### src/rtl/unified_mem_arbiter_pkg.sv
// Shared encodings for the unified memory arbiter: FSM states, owner codes
// and the fixed size code used for instruction fetches.
package unified_mem_arbiter_pkg;

  typedef enum logic [1:0] {
    ARB_IDLE   = 2'd0,
    ARB_ACCESS = 2'd1,
    ARB_RESP   = 2'd2
  } arb_state_e;

  localparam logic       OWN_IF       = 1'b0;
  localparam logic       OWN_D        = 1'b1;
  localparam logic [2:0] FETCH_FUNCT3 = 3'b010;

  // Counter width able to hold 0..max_val, never narrower than one bit.
  function automatic int cnt_width(input int max_val);
    return (max_val < 1) ? 1 : $clog2(max_val + 1);
  endfunction

endpackage

### src/rtl/unified_mem_arbiter_nbit_reg.sv
// Generic loadable register with asynchronous active-low clear.
// The arbiter uses it to hold the accepted request for the whole access.
module unified_mem_arbiter_nbit_reg #(
  parameter int WIDTH = 8
) (
  input  logic             clk,
  input  logic             clr_n,
  input  logic             load,
  input  logic [WIDTH-1:0] d,
  output logic [WIDTH-1:0] q
);

  // Load on request, cleared asynchronously.
  always_ff @(posedge clk or negedge clr_n) begin
    if (!clr_n) begin
      q <= '0;
    end else if (load) begin
      q <= d;
    end
  end

endmodule

### src/rtl/unified_mem_arbiter.sv
// Arbiter between instruction fetch and data access for a single-ported
// unified memory with fixed read latency. Data wins over fetch, except that
// fetch is forced through after STARVE_MAX consecutive data grants.
//
// state      | meaning
// -----------+-----------------------------------------------------------
// ARB_IDLE   | no access in flight; grants are issued combinationally
// ARB_ACCESS | mem_en high for MEM_LAT cycles, write only on the first
// ARB_RESP   | owner's rvalid pulses for one cycle
module unified_mem_arbiter
  import unified_mem_arbiter_pkg::*;
#(
  parameter int ADDR_W     = 8,
  parameter int DATA_W     = 32,
  parameter int MEM_LAT    = 1,
  parameter int STARVE_MAX = 4
) (
  input  logic              clk,
  input  logic              rst,
  input  logic              if_req,
  input  logic [ADDR_W-1:0] if_addr,
  output logic              if_gnt,
  output logic              if_rvalid,
  output logic [DATA_W-1:0] if_rdata,
  input  logic              d_req,
  input  logic              d_we,
  input  logic [2:0]        d_funct3,
  input  logic [ADDR_W-1:0] d_addr,
  input  logic [DATA_W-1:0] d_wdata,
  output logic              d_gnt,
  output logic              d_rvalid,
  output logic [DATA_W-1:0] d_rdata,
  output logic              mem_en,
  output logic              mem_we,
  output logic [2:0]        mem_funct3,
  output logic [ADDR_W-1:0] mem_addr,
  output logic [DATA_W-1:0] mem_wdata,
  input  logic [DATA_W-1:0] mem_rdata,
  output logic              busy
);

  localparam int LAT_W = cnt_width(MEM_LAT);
  localparam int ST_W  = cnt_width(STARVE_MAX);
  localparam int CAP_W = ADDR_W + DATA_W + 5;

  localparam logic [LAT_W-1:0] LAT_LOAD = LAT_W'(MEM_LAT);
  localparam logic [LAT_W-1:0] LAT_LAST = LAT_W'(1);
  localparam logic [ST_W-1:0]  ST_MAX   = ST_W'(STARVE_MAX);

  arb_state_e state_q, state_d;

  logic [LAT_W-1:0]  lat_cnt_q;
  logic [ST_W-1:0]   starve_cnt_q;
  logic              d_wins;
  logic              gnt_any;
  logic              lat_first;
  logic              lat_done;

  logic [CAP_W-1:0]  cap_d, cap_q;
  logic              cap_owner;
  logic              cap_we;
  logic [2:0]        cap_funct3;
  logic [ADDR_W-1:0] cap_addr;
  logic [DATA_W-1:0] cap_wdata;

  logic [DATA_W-1:0] if_rdata_q;
  logic [DATA_W-1:0] d_rdata_q;

  // Data wins unless fetch has been waiting through STARVE_MAX data grants.
  assign d_wins    = d_req && (!if_req || (starve_cnt_q < ST_MAX));
  assign gnt_any   = if_gnt || d_gnt;
  assign lat_first = (lat_cnt_q == LAT_LOAD);
  assign lat_done  = (lat_cnt_q == LAT_LAST);

  // Fetch requests are captured as plain word reads.
  assign cap_d = d_gnt ? {OWN_D, d_we, d_funct3, d_addr, d_wdata}
                       : {OWN_IF, 1'b0, FETCH_FUNCT3, if_addr, {DATA_W{1'b0}}};

  unified_mem_arbiter_nbit_reg #(
    .WIDTH (CAP_W)
  ) u_cap_reg (
    .clk   (clk),
    .clr_n (rst),
    .load  (gnt_any),
    .d     (cap_d),
    .q     (cap_q)
  );

  assign cap_wdata  = cap_q[DATA_W-1:0];
  assign cap_addr   = cap_q[DATA_W +: ADDR_W];
  assign cap_funct3 = cap_q[DATA_W+ADDR_W +: 3];
  assign cap_we     = cap_q[DATA_W+ADDR_W+3];
  assign cap_owner  = cap_q[CAP_W-1];

  // State register.
  always_ff @(posedge clk or negedge rst) begin
    if (!rst) begin
      state_q <= ARB_IDLE;
    end else begin
      state_q <= state_d;
    end
  end

  // Next-state logic.
  always_comb begin
    state_d = state_q;
    case (state_q)
      ARB_IDLE:   if (gnt_any)  state_d = ARB_ACCESS;
      ARB_ACCESS: if (lat_done) state_d = ARB_RESP;
      ARB_RESP:                 state_d = ARB_IDLE;
      default:                  state_d = ARB_IDLE;
    endcase
  end

  // Outputs: grants while idle (held off during reset), memory drive while accessing.
  always_comb begin
    if_gnt     = 1'b0;
    d_gnt      = 1'b0;
    mem_en     = 1'b0;
    mem_we     = 1'b0;
    mem_funct3 = 3'b000;
    mem_addr   = '0;
    mem_wdata  = '0;
    if_rvalid  = 1'b0;
    d_rvalid   = 1'b0;
    busy       = (state_q != ARB_IDLE);
    case (state_q)
      ARB_IDLE: begin
        if (rst) begin
          d_gnt  = d_wins;
          if_gnt = if_req && !d_wins;
        end
      end
      ARB_ACCESS: begin
        mem_en     = 1'b1;
        mem_we     = cap_we && lat_first;
        mem_funct3 = cap_funct3;
        mem_addr   = cap_addr;
        mem_wdata  = cap_wdata;
      end
      ARB_RESP: begin
        if_rvalid = (cap_owner == OWN_IF);
        d_rvalid  = (cap_owner == OWN_D);
      end
      default: ;
    endcase
  end

  assign if_rdata = if_rdata_q;
  assign d_rdata  = d_rdata_q;

  // Latency down-counter: loaded at grant, terminal count ends the access.
  always_ff @(posedge clk or negedge rst) begin
    if (!rst) begin
      lat_cnt_q <= '0;
    end else if (gnt_any) begin
      lat_cnt_q <= LAT_LOAD;
    end else if ((state_q == ARB_ACCESS) && (lat_cnt_q != '0)) begin
      lat_cnt_q <= lat_cnt_q - LAT_W'(1);
    end
  end

  // Consecutive data grants while fetch waits, saturating.
  always_ff @(posedge clk or negedge rst) begin
    if (!rst) begin
      starve_cnt_q <= '0;
    end else if (d_gnt) begin
      if (!if_req) begin
        starve_cnt_q <= '0;
      end else if (starve_cnt_q < ST_MAX) begin
        starve_cnt_q <= starve_cnt_q + ST_W'(1);
      end
    end else if (if_gnt) begin
      starve_cnt_q <= '0;
    end
  end

  // Register the read data into the owner's channel on the last access cycle.
  always_ff @(posedge clk or negedge rst) begin
    if (!rst) begin
      if_rdata_q <= '0;
      d_rdata_q  <= '0;
    end else if ((state_q == ARB_ACCESS) && lat_done) begin
      if (cap_owner == OWN_D) begin
        d_rdata_q <= cap_we ? '0 : mem_rdata;
      end else begin
        if_rdata_q <= mem_rdata;
      end
    end
  end

endmodule
### config.mk
export PLATFORM = sky130hd
export DESIGN_NAME = unified_mem_arbiter
export DESIGN_NICKNAME = d
export VERILOG_FILES = /design/src/rtl/unified_mem_arbiter_pkg.sv /design/src/rtl/unified_mem_arbiter_nbit_reg.sv /design/src/rtl/unified_mem_arbiter.sv
export SDC_FILE = /design/constraint.sdc
export NUM_CORES = 1
export LEC_CHECK = 0
export CORE_UTILIZATION = 39
export CTS_CLUSTER_SIZE = 25
export DETAILED_ROUTE_END_ITERATION = 10
export PLACE_DENSITY = 0.77
export REMOVE_ABC_BUFFERS = 1
export SLEW_MARGIN = 20
export SYNTH_ARGS = -nofsm -noshare
export SYNTH_HDL_FRONTEND = slang
export SYNTH_SLANG_ARGS = --single-unit
### constraint.sdc
create_clock -name clk -period 1.55 [get_ports clk]
set_clock_uncertainty 0.15 [all_clocks]
set_input_delay 0.31 -clock clk [delete_from_list [all_inputs] [get_ports clk]]
set_output_delay 0.31 -clock clk [all_outputs]
set_load 0.01 [all_outputs]
==> results of run 1 <==
[cell families (layout without fill, tap and decap cells)]
| family | after synthesis | count (layout) |
|---|---|---|
| buf+inv | 35 | 292 |
| compound gates | 100 | 100 |
| mux | 32 | 32 |
| fa+ha+maj | 1 | 1 |
| flops | 115 | 115 |
| simple gates | 133 | 134 |
[cell type report]
class,count,share of cell area (%)
clock buffer,22,5.63
inverter,3,0.131
multi-input combinational,267,23.9
timing repair buffer,258,33.2
tap,168,2.44
clock inverter,9,1.21
sequential,115,33.4
[per-stage QoR]
| step | cells | util (%) |
|---|---|---|
| finish | 842 | 71.1 |
| global route | 842 | 71.1 |
| CTS | 815 | 63.6 |
| detailed placement | 779 | 59.2 |
| global placement | 779 | 59.2 |
| floorplan | 384 | - |
[worst max path at each step]
stage                    start  slack (ps)         endpoint
finish              state_q[0]        -580    mem_wdata[19]
global placement         d_req        -610            d_gnt
CTS                 state_q[1]        -630    mem_wdata[12]
global route        state_q[1]        -620    mem_wdata[29]
floorplan           state_q[0]       -1650  starve_cnt_q[1]
detailed placement       d_req        -630            d_gnt
[routing by layer]
layer / track usage, % / vias to the layer above / share of wire, %
met5: 0 / - / 0
met4: 7.71 / 0 / 1.7
met3: 5.53 / 26 / 7.0
met2: 37.0 / 215 / 49
met1: 28.6 / 2152 / 42
li1: - / 1940 / -
[registers in the layout, summed over array words and instances, names as in the netlist]
name and flops:
d_rdata 32, state_q 2, starve_cnt_q 3, lat_cnt_q 1, if_rdata 32, u_cap_reg.q 45
[repair_timing]
item / in CTS / in global routing
endpoints found under the hold margin: 45 / 41
buffers inserted: 2 / 11
endpoints found under the setup margin: 197 / 273
gates cloned: 2 / 17
gates resized for setup: 212 / 186
pin swaps: 1 / 30
[critical path, delay by kind of cell (launching register included)]
| family | cells | cell delay [ps] |
|---|---|---|
| buf+inv | 4 | 520 |
| flops | 1 | 390 |
| simple gates | 2 | 330 |
[placed cells by master (no fill, tap or decap), types with 3 or more instances in the layout]
| cell | count |
|---|---|
| dfrtp_1 | 115 |
| clkdlybuf4s50_1 | 86 |
| dlymetal6s2s_1 | 64 |
| buf_6 | 41 |
| a22o_1 | 35 |
| nand2_1 | 33 |
| mux2_4 | 32 |
| nand2b_1 | 32 |
| o21ai_0 | 30 |
| clkbuf_16 | 27 |
| and2_4 | 25 |
| buf_2 | 24 |
| buf_4 | 23 |
| and2_1 | 21 |
| o21ai_1 | 10 |
| nand3_1 | 8 |
| a21oi_1 | 8 |
| a31oi_1 | 8 |
| buf_12 | 7 |
| clkinv_2 | 4 |
| clkbuf_8 | 4 |
| inv_1 | 3 |
[where the power goes]
part	switching (W)	total, W	internal, W
clock	0.00133	0.00385	0.00252
sequential	0.000824	0.00525	0.00442
combinational	0.00349	0.00834	0.00485
==> reports/results.ini, run 1 <==
[drt]
wirelength_mm=16.6
drt-initial-drc-count=408
drtAntennaViolNets=0
viasPerCell=5.15
drc=0
drtPass1Iterations=4
num_vias=4333
wl_per_cell_um=19.8

[global_routing]
grt_max_degree=71
grt_pass1_wl_mm=22.2
first_global_vias=4314
grt.overflow.total=0
antenna_found_initial=0
grt_usage_pct=22.3

[yosys]
ys_seq_area_share_pct=58.9
synth_area_um2=4880
yosys.area.top_type=dfrtp_1
yosys.area_share.simple_pct=15.8
muxShareOfSynthArea_pct=7.38
synth_fa_ha_area_share_pct=0.256
ys_top_cells_by_area=dfrtp_1 59%, mux2_2 7.2%, a22o_1 6.3%, and2_1 5.8%, o21ai_0 4.3%
synth_top_family_by_area=simple AND/OR/NAND/NOR gates
yosysWarnings=0
synth_xor_area_share_pct=0
synth_top_flop_cell=dfrtp_1
synth_cell_types=33
synth-compound-area-share_pct=13.7
synth_edf_count=0
ys_async_sr_fraction_pct=100
synth_cells=416
avgSynthCellArea_um2=11.7
synth.most_common_cell=dfrtp_1
netlist_top_cells_count=115 x dfrtp_1, 45 x and2_1, 42 x o21ai_0
yosys_register_bits=115
netlist.area_leader.share_pct=58.9

[setup_path]
endpoint_kind=output port
reg2reg_to=if_rdata[30]
critPathArrivalTime_ps=1670
cp.required_ps=1090
cp-start-kind=flip-flop
r2r_slack_ps=-530
path_common_cell=buf_6
cp_cell_sequence=buf_6, and2b_4, buf_6, clkbuf_16, and2_4, buf_6
slowest_stage=dfrtp_1
slowest_delay_ps=390
worstSetupPathType=flip-flop to output port
cp_max_fo=6
rr_startpoint=state_q[1]
r2r_cells=6

[sta]
fin_crit_ps=2130
finalHoldWorstSlack_ps=-144
period_share_pct=137
postLayoutSetupSlackWorst_ps=-576
setup-tns-final_ps=-57730
setup_viol=134
tightest_slew_ps=635
relSlewSlack_pct=57.6
max_freq_ghz=0.470
hold_viol=41
finalMaxSlewViolations=0
rsz0062_at_grt=true

[run_status]
violations=hold timing, setup timing
status=finished with violations

[cells_and_area]
synthToLayoutAreaGrowth_pct=76.3
regArea_um2=2880
drive_above_1_share_pct=31.0
fin_nets=751
fin_area_um2=8610
fill_cells=824
multi_input_area_um2=2060
diodes=0

[floorplanning]
std_cell_rows=40
design.core.area_um2=12100
die_h_um=114
ios=202
die_w_um=114
dieArea_um2=13000
start_util_pct=40.3

[place]
io_buffers=201
dpl_cell_area_um2=7170
gp_congestion=0.793
pre_cts_ws_ps=-632
dp_hpwl_mm=8.84

[flow_run]
maxCapViolations=0

[clock_network]
cts_hold_buf=1
path_clk_slew_ps=50
clock_path_buffers=2
clk_latency_ps=400
cts_made_buffers=17
h-tree-depth=4
cts.sinks=115
clockRootBuffer=clkbuf_16
tritoncts=done

[power]
p_per_area_nw_per_um2=2030
peakVddDrop_v=0.000883
leakagePower_nw=4.63
total_power_w=0.0174

[min_path]
hp-class=input pin to async pin

Power figures use the tool's default switching activity.
==> run 2: changes to the inputs <==
--- a/config.mk
+++ b/config.mk
@@ -5,7 +5,7 @@
 export SDC_FILE = /design/constraint.sdc
 export NUM_CORES = 1
 export LEC_CHECK = 0
-export CORE_UTILIZATION = 39
+export CORE_UTILIZATION = 40
 export CTS_CLUSTER_SIZE = 25
 export DETAILED_ROUTE_END_ITERATION = 10
 export PLACE_DENSITY = 0.77
@@ -13,4 +13,5 @@
 export SLEW_MARGIN = 20
 export SYNTH_ARGS = -nofsm -noshare
 export SYNTH_HDL_FRONTEND = slang
+export SYNTH_HIERARCHICAL = 1
 export SYNTH_SLANG_ARGS = --single-unit
==> run 2 against run 1 <==
Effect of this change:
- the flow still finishes with violations (hold timing, setup timing)
- combinational power rose by 10%
- sequential share of layout area fell by 3.6 points
- synthesized area rose by 9.6%
- sequential power rose by 0.8%
- register-to-register slack improved by 30 ps
- total power rose by 6.9%
- count of clock-buffer cells in the layout fell by 3
- non-clock buffer count rose by 13
- maximum frequency rose by 2.5%
- sequential cell count did not move
- final cell count rose by 3.9%
==> reports/results.ini, run 2 <==
[run_status]
status=finished with violations
violations=hold timing, setup timing

[place]
pre_cts_ws_ps=-700  ; -68.1 ps
dp_hpwl_mm=9.07  ; +2.6%
gp_congestion=0.820  ; +3.4%
io_buffers=201  ; unchanged
dpl_cell_area_um2=7600  ; +6.0%

[setup_path]
cp.required_ps=1090  ; about the same
endpoint=mem_wdata[2]
cp_cell_sequence=buf_6, nand2b_4, clkinv_8, buf_16, and2_1, buf_2
cp-start-kind=flip-flop
rr_startpoint=state_q[0]
endpoint_kind=output port
slowest_stage=dfrtp_1
cp_max_fo=11  ; +5
critPathArrivalTime_ps=1610  ; -60 ps
worstSetupPathType=flip-flop to output port
reg2reg_to=u_cap_reg/q[34]
r2r_slack_ps=-500  ; +30 ps
slowest_delay_ps=400  ; about the same
cp-startpoint=state_q[0]
r2r_cells=6  ; unchanged

[global_routing]
grt_max_degree=65  ; -8.5%
grt_usage_pct=23.1  ; +0.74 points
grt_util_met3_pct=6.49  ; +0.97 points
grt.overflow.total=0  ; unchanged
met2_usage_pct=37.6  ; +0.62 points
grt.busiest_layer=met2
grt_pass1_wl_mm=24.5  ; +10%
antenna_found_initial=0  ; unchanged
grt_util_met1_pct=28.9  ; +0.33 points
first_global_vias=4577  ; +6.1%

[sta]
postLayoutSetupSlackWorst_ps=-523  ; +52.7 ps
finalHoldWorstSlack_ps=-72.9  ; +71.3 ps
max_freq_ghz=0.482  ; +2.5%
setup_viol=163  ; +22%
period_share_pct=134  ; -3.4 points
tightest_slew_ps=697  ; +61.9 ps
relSlewSlack_pct=53.5  ; -4.1 points
fin_crit_ps=2070  ; -52.7 ps
hold_viol=53  ; +29%
finalMaxSlewViolations=0  ; unchanged
rsz0062_at_grt=true

[yosys]
synth_edf_count=0  ; unchanged
ys_top_cells_by_area=dfrtp_1 54%, mux2_4 11%, and2_1 9.2%, mux2_2 9.0%, nand2b_1 3.9%
avgSynthCellArea_um2=12.6  ; +7.0%
synth_top_flop_cell=dfrtp_1
ys_seq_area_share_pct=53.8  ; -5.2 points
yosys_register_bits=115  ; unchanged
netlist.area_leader.share_pct=53.8  ; -5.2 points
muxShareOfSynthArea_pct=20.9  ; +14 points
synth_cells=426  ; +2.4%
yosysWarnings=6  ; +6
yosys.area_share.simple_pct=17.5  ; +1.7 points
yosys.area.top_type=dfrtp_1
netlist_top_cells_count=115 x dfrtp_1, 79 x and2_1, 43 x mux2_2
ys_async_sr_fraction_pct=100  ; unchanged
synth-compound-area-share_pct=3.51  ; -10 points
synth_cell_types=26  ; -21%
synth_fa_ha_area_share_pct=0.234  ; -0.022 points
synth_xor_area_share_pct=0  ; unchanged
synth_area_um2=5350  ; +9.6%
synth.most_common_cell=dfrtp_1
synth_top_family_by_area=multiplexers

[cells_and_area]
diodes=0  ; unchanged
fin_nets=779  ; +3.7%
fin_area_um2=9650  ; +12%
largest_register=u_cap_reg/q
multi_input_area_um2=2840  ; +38%
finalCoreUtilization_pct=75.2  ; +4.2 points
final_common_cell=dfrtp_1
drive_above_1_share_pct=51.6  ; +21 points
synthToLayoutAreaGrowth_pct=80.3
fill_cells=774  ; -6.1%
regArea_um2=2880  ; unchanged
largest_register_ffs=45  ; unchanged
layout_common_cells=115 x dfrtp_1, 86 x clkdlybuf4s50_1, 81 x mux2_4, 61 x buf_6, 48 x and2_4

[flow_run]
maxCapViolations=0  ; unchanged

[power]
combPwrFrac_pct=49.3  ; +1.5 points
leakagePower_nw=4.54  ; -2.0%
pwr-share-seq_pct=28.4  ; -1.7 points
p_per_area_nw_per_um2=1930  ; -4.7%
clkPwrFrac_pct=22.3  ; +0.2 points
peakVddDrop_v=0.000807  ; -8.6%
p_int_w=0.0125  ; +6.4%
power_switching_share_pct=32.7  ; +0.32 points
power.switching_w=0.00609  ; +7.9%
total_power_w=0.0186  ; +6.9%

[clock_network]
path_clk_slew_ps=60  ; about the same
h-tree-depth=4  ; unchanged
clk_latency_ps=410  ; about the same
cts_made_buffers=17  ; unchanged
clockRootBuffer=clkbuf_16
cts.sinks=115  ; unchanged
tritoncts=done
clock_path_buffers=2  ; unchanged

[drt]
wl_per_cell_um=20.5  ; +3.6%
wirelength_mm=17.9  ; +7.6%
drt-initial-drc-count=205  ; -50%
num_vias=4412  ; +1.8%
drtPass1Iterations=4  ; unchanged
drtAntennaViolNets=0  ; unchanged
viasPerCell=5.04  ; -2.0%
drc=0  ; unchanged

[floorplanning]
dieArea_um2=13800  ; +6.7%
std_cell_rows=41  ; +2.5%
design.core.area_um2=12800  ; +5.9%
die_h_um=118  ; +3.3%
die_w_um=118  ; +3.3%
ios=202  ; unchanged
start_util_pct=41.7  ; +1.4 points

[min_path]
hp-class=input pin to async pin

==> run 2: final cells by class <==
class	instances	area share (%)
clock buffer	19	4.69
clock inverter	13	1.78
tap	172	2.23
sequential	115	29.8
multi-input combinational	283	29.4
inverter	2	0.207
timing repair buffer	271	31.9
==> run 2: worst min path at each step <==
stage	end	startpoint
3_5_place_dp	d_rdata[4]	d_rdata[4]
2_1_floorplan	d_rdata[0]	rst
4_1_cts	if_rdata[11]	rst
6_report	d_rdata[4]	rst
3_3_place_gp	d_rdata[21]	d_rdata[21]
5_1_grt	if_rdata[11]	rst
==> run 2: layer usage <==
layer	vias to the layer above	wire, um
met5	-	0
met3	28	1280
met2	227	9000
met1	2213	7290
li1	1944	-
met4	0	341
==> run 2: kinds of logic after synthesis <==
group,Yosys count
and+or+nand+nor,160
DFF,115
muxes,86
AOI/OAI and AO/OA,36
buffers and inverters,28
adders and majority gates,1
==> run 2: per-stage QoR <==
stage | instances | TNS [ps]
after global placement | 794 | -78590
after detailed placement | 794 | -84860
after global routing | 875 | -68290
after floorplan | 400 | -118610
after CTS | 853 | -50870
final | 875 | -58810
==> run 2: critical path, delay by kind of cell, from the launching register on <==
family,cells,cell delay (ps)
buf+inv,4,540
flops,1,400
simple gates,2,250
==> run 2: repair_timing <==
item	4_1_cts	5_1_grt
endpoints found under the hold margin	53	51
setup endpoints to repair	194	255
gates resized for setup	402	230
buffers inserted	15	15
gates cloned	12	10
pin swaps	16	55
==> run 2: power by group through the flow <==
stage / Clock (W) / Combinational, W / Sequential, W
floorplan: 0 / 0.00261 / 0.00540
global placement: 0 / 0.00634 / 0.00502
detailed placement: 0 / 0.00649 / 0.00508
CTS: 0.00418 / 0.00760 / 0.00507
global route: 0.00432 / 0.00968 / 0.00544
finish: 0.00415 / 0.00919 / 0.00529
==> run 3: changes to the inputs <==
--- a/config.mk
+++ b/config.mk
@@ -6,9 +6,10 @@
 export NUM_CORES = 1
 export LEC_CHECK = 0
 export CORE_UTILIZATION = 40
+export CTS_CLUSTER_DIAMETER = 30
 export CTS_CLUSTER_SIZE = 25
 export DETAILED_ROUTE_END_ITERATION = 10
-export PLACE_DENSITY = 0.77
+export PLACE_DENSITY_LB_ADDON = 0.25
 export REMOVE_ABC_BUFFERS = 1
 export SLEW_MARGIN = 20
 export SYNTH_ARGS = -nofsm -noshare
==> constraint.sdc (replaced) <==
create_clock -name clk -period 1.7 [get_ports clk]
set_clock_uncertainty 0.15 [all_clocks]
set_input_delay 0.34 -clock clk [delete_from_list [all_inputs] [get_ports clk]]
set_output_delay 0.34 -clock clk [all_outputs]
set_load 0.01 [all_outputs]
==> run 3 against run 2 <==
Effect of this change:
- combinational power is 15% lower
- design area fell by 4.1%
- setup slack improved by 110 ps
- count of clock-buffer cells in the layout increased by 2
- the flow finishes with violations (setup timing)
- die area unchanged
==> reports/results.ini, run 3 (synthesized netlist as in run 2, its figures left out) <==
[run_status]
status=finished with violations
violations=setup timing

[floorplanning]
dieArea_um2=13800  ; unchanged
die_h_um=118  ; unchanged
die_w_um=118  ; unchanged
design.core.area_um2=12800  ; unchanged
std_cell_rows=41  ; unchanged
ios=202  ; unchanged
start_util_pct=41.7  ; unchanged

[power]
power.switching_w=0.00492  ; -19%
leakagePower_nw=4.45  ; -2.0%
pwr-share-seq_pct=29.0  ; +0.6 points
p_per_area_nw_per_um2=1730  ; -10%
p_int_w=0.0111  ; -12%
power_switching_share_pct=30.8  ; -1.9 points
peakVddDrop_v=0.000769  ; -4.8%
clkPwrFrac_pct=22.0  ; -0.3 points
combPwrFrac_pct=49.0  ; -0.3 points
total_power_w=0.0160  ; -14%

[setup_path]
cp-start-kind=flip-flop
cp_max_fo=8  ; -3
cp.required_ps=1840  ; +750 ps
endpoint_kind=flip-flop
r2r_cells=10  ; +4
critPathArrivalTime_ps=2250  ; +640 ps
worstSetupPathType=flip-flop to flip-flop

[clock_network]
clk_latency_ps=410  ; about the same
h-tree-depth=4  ; unchanged
clockRootBuffer=clkbuf_16
clock_path_buffers=2  ; unchanged
cts.sinks=115  ; unchanged
path_clk_slew_ps=50  ; about the same
cts_made_buffers=17  ; unchanged
tritoncts=done

[sta]
finalHoldWorstSlack_ps=321  ; +394 ps
period_share_pct=124
fin_crit_ps=2110
relSlewSlack_pct=55.6  ; +2.1 points
max_freq_ghz=0.474
tightest_slew_ps=665  ; -32.1 ps
finalMaxSlewViolations=0  ; unchanged
setup_viol=130  ; -20%
postLayoutSetupSlackWorst_ps=-410  ; +113 ps
rsz0062_at_grt=true
hold_viol=0  ; -100%

[cells_and_area]
synthToLayoutAreaGrowth_pct=72.9
layout_common_cells=114 x dfrtp_1, 86 x clkdlybuf4s50_1, 85 x mux2_4, 64 x dlygate4sd2_1, 62 x buf_6
fin_nets=770  ; -1.2%
largest_register_ffs=45  ; unchanged
drive_above_1_share_pct=40.8  ; -11 points
diodes=0  ; unchanged
final_common_cell=dfrtp_1
largest_register=u_cap_reg/q

[drt]
drc=0  ; unchanged
wl_per_cell_um=18.8  ; -8.1%
drt-initial-drc-count=211  ; +2.9%
drtAntennaViolNets=0  ; unchanged
viasPerCell=4.89  ; -3.1%
wirelength_mm=16.3  ; -9.1%
drtPass1Iterations=5  ; +1
num_vias=4232  ; -4.1%

[min_path]
hp-class=flip-flop to flip-flop
min_path_cells=2

[flow_run]
maxCapViolations=0  ; unchanged

[global_routing]
grt_pass1_wl_mm=24.6  ; +0.39%
grt.overflow.total=0  ; unchanged
grt_usage_pct=23.3  ; +0.20 points
first_global_vias=4453  ; -2.7%
antenna_found_initial=1  ; +1
grt_max_degree=75  ; +15%

[place]
gp_congestion=0.739  ; -9.9%
io_buffers=201  ; unchanged
dp_hpwl_mm=8.63  ; -4.8%

run 3: layer usage:
layer  part of all wire [%]  GRT usage, %  up-vias
met1                     41          28.7     2067
li1                       -             -     1928
met4                    2.6          9.94        0
met3                    7.9          7.90       34
met5                      0             0        -
met2                     48          37.0      203
run 3: area by class of cell:
class                      count  area, um2
timing repair buffer         262       2980
sequential                   115       2880
inverter                       2       15.0
clock inverter                11        135
clock buffer                  21        450
fill                         880       3570
multi-input combinational    283       2580
tap                          172        215
run 3: stage by stage:
stage                     worst slack [ps]  util, %  setup TNS [ps]  cells  area (um2)
after floorplan                      -1250        -          -96850    400        5140
after global placement                -454     59.1          -38230    793        7580
after detailed placement              -476     59.1          -39500    793        7580
after CTS                             -444     69.3          -35860    861        8890
after global routing                  -486     72.2          -42520    866        9260
final                                 -410     72.2          -35040    866        9260
run 3: final timing paths:
path / from / endpoint / slack (ps)
max in group asynchronous: rst / if_rdata[20] / 380
worst max register to register: state_q[1] / u_cap_reg/q[12] / -410
min in group asynchronous: rst / starve_cnt_q[0] / 540
worst min register to register: d_rdata[9] / d_rdata[9] / 320
worst min-delay path: d_rdata[9] / d_rdata[9] / 320
worst max-delay path: state_q[1] / u_cap_reg/q[12] / -410
run 3: timing repair:
action	in CTS	in global routing
endpoints found under the setup margin	191	205
setup buffers	21	4
endpoints found under the hold margin	33	0
gates resized for setup	380	75
pin swaps	15	34
hold buffers	1	0
gates cloned	14	5
run 3: worst max-delay path, cell delays in order (launching register included):
cell,delay (ps)
dfrtp_1,390
buf_6,120
buf_6,110
nor3b_4,200
buf_6,130
buf_4,110
o21ai_4,60
inv_4,90
buf_6,140
clkbuf_16,180
mux2_4,310
run 3: power by group through the flow:
stage	Combinational [W]	Sequential, W	Clock (W)
after global routing	0.00828	0.00478	0.00373
after global placement	0.00574	0.00457	0
after CTS	0.00721	0.00460	0.00358
after floorplan	0.00238	0.00492	0
final	0.00784	0.00464	0.00352
after detailed placement	0.00585	0.00462	0
